==> config.mk <==
export PLATFORM = sky130hd
export DESIGN_NAME = grid_diff_scanner
export DESIGN_NICKNAME = d
export VERILOG_FILES = /design/src/rtl/grid_diff_scanner.sv
export SDC_FILE = /design/constraint.sdc
export NUM_CORES = 1
export LEC_CHECK = 0
export ABC_CLOCK_PERIOD_IN_PS = 3650
export BUFFER_PORTS_ARGS = -buffer_cell sky130_fd_sc_hd__clkbuf_2
export CAP_MARGIN = 20
export CORE_MARGIN = 4
export CORE_UTILIZATION = 57
export DETAILED_ROUTE_END_ITERATION = 7
export PLACE_DENSITY = 0.74
export SKIP_CTS_REPAIR_TIMING = 1
export SLEW_MARGIN = 20
export SYNTH_ARGS = -nofsm -noshare
export SYNTH_HDL_FRONTEND = slang
export SYNTH_SLANG_ARGS = --single-unit
==> constraint.sdc <==
create_clock -name clk -period 3.65 [get_ports clk]
set_input_delay 0.9125 -clock clk [delete_from_list [all_inputs] [get_ports clk]]
set_output_delay 0.9125 -clock clk [all_outputs]
set_load 0.005 [all_outputs]
==> src/rtl/grid_diff_scanner.sv <==
// Walks the cell grid, encodes object flags and presents cells that differ from the shadow frame
// (or every cell in full-refresh mode) over a diff/cmd_done handshake; one cell per cycle.
module grid_diff_scanner #(
  parameter  int GRID_W = 16,
  parameter  int GRID_H = 12,
  parameter  int CODE_W = 3,
  parameter  int CNT_W  = 8,
  localparam int XW     = $clog2(GRID_W),
  localparam int YW     = $clog2(GRID_H)
) (
  input  logic              clk,
  input  logic              rst,
  input  logic              frame_start,
  input  logic              full_refresh,
  input  logic              snakeHead,
  input  logic              snakeBody,
  input  logic              apple,
  input  logic              border,
  input  logic              cmd_done,
  output logic [XW-1:0]     x,
  output logic [YW-1:0]     y,
  output logic [CODE_W-1:0] obj_code,
  output logic              diff,
  output logic              busy,
  output logic              init_cycle,
  output logic              frame_done,
  output logic [CNT_W-1:0]  diff_count
);

  localparam int CELLS = GRID_W * GRID_H;
  localparam int IW    = $clog2(CELLS);

  typedef enum logic [1:0] {
    IDLE    = 2'd0,
    SCAN    = 2'd1,
    PRESENT = 2'd2,
    DONE    = 2'd3
  } state_t;

  state_t              state_q, state_d;
  logic [XW-1:0]       x_q, x_d;
  logic [YW-1:0]       y_q, y_d;
  logic [CODE_W-1:0]   code_q, code_d;
  logic                fr_q, fr_d;
  logic                init_q, init_d;
  logic [CNT_W-1:0]    cnt_q, cnt_d;
  logic [CNT_W-1:0]    dcount_q, dcount_d;
  logic [CODE_W-1:0]   shadow_q [CELLS];
  logic                shadow_we;

  logic [IW-1:0]       cell_idx;
  logic [CODE_W-1:0]   enc;
  logic [CODE_W-1:0]   shadow_rd;
  logic                at_xmax;
  logic                last_cell;
  logic [XW-1:0]       adv_x;
  logic [YW-1:0]       adv_y;

  assign cell_idx  = IW'(y_q) * IW'(GRID_W) + IW'(x_q);
  assign shadow_rd = shadow_q[cell_idx];
  assign at_xmax   = (x_q == XW'(GRID_W - 1));
  assign last_cell = at_xmax && (y_q == YW'(GRID_H - 1));
  assign adv_x     = at_xmax ? '0 : x_q + 1'b1;
  assign adv_y     = at_xmax ? y_q + 1'b1 : y_q;

  // Head outranks body so a snake eating an apple or touching the wall shows as the snake.
  always_comb begin
    enc = '0;
    if (snakeHead)      enc = CODE_W'(2);
    else if (snakeBody) enc = CODE_W'(1);
    else if (apple)     enc = CODE_W'(3);
    else if (border)    enc = CODE_W'(4);
  end

  always_comb begin
    state_d   = state_q;
    x_d       = x_q;
    y_d       = y_q;
    code_d    = code_q;
    fr_d      = fr_q;
    init_d    = init_q;
    cnt_d     = cnt_q;
    dcount_d  = dcount_q;
    shadow_we = 1'b0;
    unique case (state_q)
      IDLE: begin
        x_d   = '0;
        y_d   = '0;
        cnt_d = '0;
        if (frame_start) begin
          fr_d    = full_refresh | init_q;
          state_d = SCAN;
        end
      end
      SCAN: begin
        if (fr_q || (enc != shadow_rd)) begin
          code_d  = enc;
          state_d = PRESENT;
        end else if (last_cell) begin
          x_d     = '0;
          y_d     = '0;
          state_d = DONE;
        end else begin
          x_d = adv_x;
          y_d = adv_y;
        end
      end
      PRESENT: begin
        if (cmd_done) begin
          shadow_we = 1'b1;
          cnt_d     = (cnt_q == {CNT_W{1'b1}}) ? cnt_q : cnt_q + 1'b1;
          if (last_cell) begin
            x_d     = '0;
            y_d     = '0;
            state_d = DONE;
          end else begin
            x_d     = adv_x;
            y_d     = adv_y;
            state_d = SCAN;
          end
        end
      end
      DONE: begin
        dcount_d = cnt_q;
        init_d   = 1'b0;
        state_d  = IDLE;
      end
      default: state_d = IDLE;
    endcase
  end

  always_ff @(posedge clk) begin
    if (rst) begin
      state_q  <= IDLE;
      x_q      <= '0;
      y_q      <= '0;
      code_q   <= '0;
      fr_q     <= 1'b0;
      init_q   <= 1'b1;
      cnt_q    <= '0;
      dcount_q <= '0;
    end else begin
      state_q  <= state_d;
      x_q      <= x_d;
      y_q      <= y_d;
      code_q   <= code_d;
      fr_q     <= fr_d;
      init_q   <= init_d;
      cnt_q    <= cnt_d;
      dcount_q <= dcount_d;
    end
  end

  // Register array so the whole shadow frame clears in the reset cycle.
  always_ff @(posedge clk) begin
    if (rst) begin
      for (int i = 0; i < CELLS; i++) shadow_q[i] <= '0;
    end else if (shadow_we) begin
      shadow_q[cell_idx] <= code_q;
    end
  end

  assign x          = x_q;
  assign y          = y_q;
  assign obj_code   = code_q;
  assign diff       = (state_q == PRESENT);
  assign busy       = (state_q != IDLE);
  assign frame_done = (state_q == DONE);
  assign init_cycle = init_q;
  assign diff_count = dcount_q;

endmodule
==> insert_results.sql <==
INSERT INTO impl_metrics (metric_group, metric, value, unit) VALUES
('status', 'status', 'finished clean', ''),
('logic_synthesis', 'mapped_cells', '2643', ''),
('cts', 'cts-buffers-inserted', '79', ''),
('setup_path', 'worst_path_most_repeated_cell', 'buf_4', ''),
('routing', 'drt_first_pass_iters', '6', ''),
('global_route', 'grt_overflow', '0', ''),
('logic_synthesis', 'synth_async_sr_flop_share', '0', ''),
('finish', 'layout.core_utilization', '0.653', ''),
('power', 'report.power.total', '22.4', 'mW'),
('global_route', 'grt_max_degree', '65', ''),
('logic_synthesis', 'avgSynthCellArea', '13.5', 'µm²'),
('finish', 'final_nets', '2712', ''),
('timing', 'fin_worst_hold_slack', '504', 'ps'),
('routing', 'routed_wire_length_per_instance', '27.5', 'µm'),
('finish', 'finalInstanceArea', '40400', 'µm²'),
('routing', 'vias_per_cell', '6.66', ''),
('power', 'cellLeakagePower', '12.7', 'nW'),
('placed_design', 'preCtsSetupSlack', '-45.8', 'ps'),
('cts', 'cts_htree_levels', '3', ''),
('logic_synthesis', 'ys_dominant_reg_cell', 'edfxtp_1', ''),
('power', 'cellInternalPower', '16.7', 'mW'),
('cts', 'clock_insertion_delay_worst_skew', '640', 'ps'),
('logic_synthesis', 'yosysTopAreaCell', 'edfxtp_1', ''),
('setup_path', 'cpLargestDelayFamily', 'simple AND/OR/NAND/NOR gates', ''),
('finish', 'area_growth', '13.0', '%'),
('floorplanning', 'die_w', '258', 'µm'),
('floorplanning', 'die_height', '258', 'µm'),
('placed_design', 'routabilityCongestion', '0.932', ''),
('finish', 'layout-drive-gt1-share', '0.196', ''),
('power', 'power.ir.vdd_worst', '0.324', 'mV'),
('logic_synthesis', 'synthesis.yosys.warnings', '0', ''),
('routing', 'drt.antenna.violating_nets', '0', ''),
('cts', 'cts.path.max_buffers', '3', ''),
('logic_synthesis', 'syn-cell-area', '35700', 'µm²'),
('cts', 'clock_tree.root_cell', 'clkbuf_16', ''),
('timing', 'post-route-min-period', '3620', 'ps'),
('placed_design', 'placed_cell_count', '3426', ''),
('logic_synthesis', 'synthTopCellsByArea', 'edfxtp_1 (65%), mux4_2 (9.0%), nor2_1 (7.1%), mux2i_1 (3.0%), o21ai_0 (2.9%)', ''),
('logic_synthesis', 'synth_sequential_area_ratio', '0.663', ''),
('logic_synthesis', 'synth.cells.most_frequent', 'edfxtp_1 (768), nor2_1 (680), o21ai_0 (209), clkbuf_1 (193), mux4_2 (142)', ''),
('routing', 'drc_errors', '0', ''),
('power', 'combinationalPowerShare', '0.166', ''),
('min_path', 'min-delay-path-class', 'reg2reg', ''),
('setup_path', 'cp.required', '4190', 'ps'),
('timing', 'fin_worst_setup_slack', '28.6', 'ps'),
('setup_path', 'worstPathCellList', 'buf_4 -> inv_2 -> buf_4 -> mux2i_1 -> o2111ai_1 -> nand3_1 -> a222oi_1 -> and4_1 -> o211a_1 -> nor2_1 -> or4_1 -> o311ai_1', ''),
('finish', 'n_antenna_cell', '0', ''),
('floorplanning', 'core', '61800', 'µm²'),
('cts', 'tritoncts', 'done', ''),
('logic_synthesis', 'post_synthesis_net_count', '2666', ''),
('placed_design', 'hpwlAfterDp', '63800', 'µm'),
('power', 'power_per_cell_area', '554', 'nW/µm²'),
('timing', 'worst_clock_skew', '29.9', 'ps'),
('logic_synthesis', 'yosysMostFrequentCell', 'edfxtp_1', ''),
('setup_path', 'cp_data_arrival_time', '4160', 'ps'),
('timing', 'setup_total_negative_slack', '0', 'ps'),
('logic_synthesis', 'synth.lib_cells_used.distinct', '75', ''),
('placed_design', 'quantity_of_i_o_buffers_inserted_on_ports', '31', ''),
('setup_path', 'critical_path.slowest_cell', 'dfxtp_2', ''),
('timing', 'report.final.setup_viol', '0', ''),
('routing', 'drt_iter0_markers', '3691', ''),
('timing', 'worst_pin_slew', '872', 'ps'),
('power', 'pwr-share-clk', '0.358', ''),
('power', 'switching_share', '0.253', ''),
('logic_synthesis', 'synth_top_area_share', '0.645', ''),
('cts', 'clock_sink_count', '799', ''),
('logic_synthesis', 'postSynthRegisterBits', '799', ''),
('setup_path', 'worst_path_largest_cell_delay', '590', 'ps'),
('floorplanning', 'placementRows', '91', ''),
('global_route', 'antenna_found_initial', '1', ''),
('power', 'p_sw', '5.66', 'mW');
==> layer usage <==
| layer | up-vias | part of all wire | track usage |
|---|---|---|---|
| met4 | 2 | 0.048 | 0.127 |
| met2 | 1869 | 0.47 | 0.459 |
| met1 | 11800 | 0.35 | 0.391 |
| met3 | 308 | 0.13 | 0.0650 |
| met5 | - | 0.00013 | 0 |
| li1 | 9926 | - | - |
==> worst register-to-register path: stages, from the launching register on <==
cell       delay, ps
dfxtp_2          590
buf_4            310
inv_2             60
buf_4            220
mux2i_1          180
o2111ai_1        280
nand3_1          240
a222oi_1         430
and4_1           260
o211a_1          200
nor2_1           100
or4_1            550
o311ai_1         110
==> worst paths after layout <==
| kind | from | end | slack [ps] | depth (start not counted) |
|---|---|---|---|---|
| max | x[3]$_SDFFE_PP0P_ | x[3]$_SDFFE_PP0P_ | 30 | 12 |
| min | init_cycle$_SDFFE_PP1P_ | init_cycle$_SDFFE_PP1P_ | 500 | 1 |
| max reg2reg | x[3]$_SDFFE_PP0P_ | x[3]$_SDFFE_PP0P_ | 30 | 12 |
| min reg2reg | init_cycle$_SDFFE_PP1P_ | init_cycle$_SDFFE_PP1P_ | 500 | 1 |
==> sequential cells by signal, summed over array words and instances, names as in the netlist <==
name,cells
diff_count,8
init_cycle,1
state_q,2
fr_q,1
obj_code,3
x,4
y,4
shadow_q,768
cnt_q,8
==> cell type report <==
class                           count  area (µm²)
Clock buffer                       98        2090
Fill cell                        4248       21400
Sequential cell                   799       23700
Tap cell                          837        1050
Timing Repair Buffer              219        2100
Inverter                           15        58.8
Clock inverter                     46         425
Multi-Input combinational cell   1575       11000
==> power groups by stage <==
stage	sequential, mW	clock, mW	combinational, mW
after floorplan	10.7	0	2.24
after global placement	10.8	0	3.26
after CTS	10.7	8.05	3.33
final	10.6	8.01	3.71
after detailed placement	10.9	0	3.32
after global routing	10.7	8.45	3.89
==> cells by family (layout without fill, tap and decap cells) <==
kind of cell	count (synthesis)	in the layout	synth area share
xor gates and xnor gates	4	4	0.000980
and+or+nand+nor	912	912	0.103
muxes	265	265	0.127
buffers and inverters	269	378	0.0354
DFF	799	799	0.663
AOI/OAI and AO/OA	380	380	0.0657
adders and majority gates	14	14	0.00490
==> layout by cell type, fill, tap and decap left out, drive strengths merged, types with 5 or more instances in the layout <==
| cell type | Yosys | final |
|---|---|---|
| nor2 | 680 | 680 |
| and3 | 6 | 6 |
| a211oi | 12 | 12 |
| bufinv | 0 | 7 |
| o22ai | 14 | 14 |
| a31oi | 5 | 5 |
| o211ai | 6 | 6 |
| mux2i | 107 | 107 |
| nor3 | 7 | 7 |
| a21oi | 25 | 25 |
| buf | 60 | 185 |
| a221oi | 8 | 8 |
| inv | 13 | 17 |
| nand4 | 10 | 10 |
| edfxtp | 768 | 768 |
| mux2 | 10 | 10 |
| o221ai | 6 | 6 |
| nand3 | 56 | 56 |
| dfxtp | 31 | 31 |
| o31ai | 5 | 5 |
| o21ai | 213 | 213 |
| ha | 14 | 14 |
| nor2b | 12 | 12 |
| clkbuf | 194 | 132 |
| a22oi | 33 | 33 |
| and2 | 11 | 11 |
| clkinv | 2 | 35 |
| mux4 | 148 | 148 |
| a22o | 10 | 10 |
| o2111ai | 7 | 7 |
| nand2 | 108 | 108 |
Note: power is estimated with default switching activity, not from simulation.
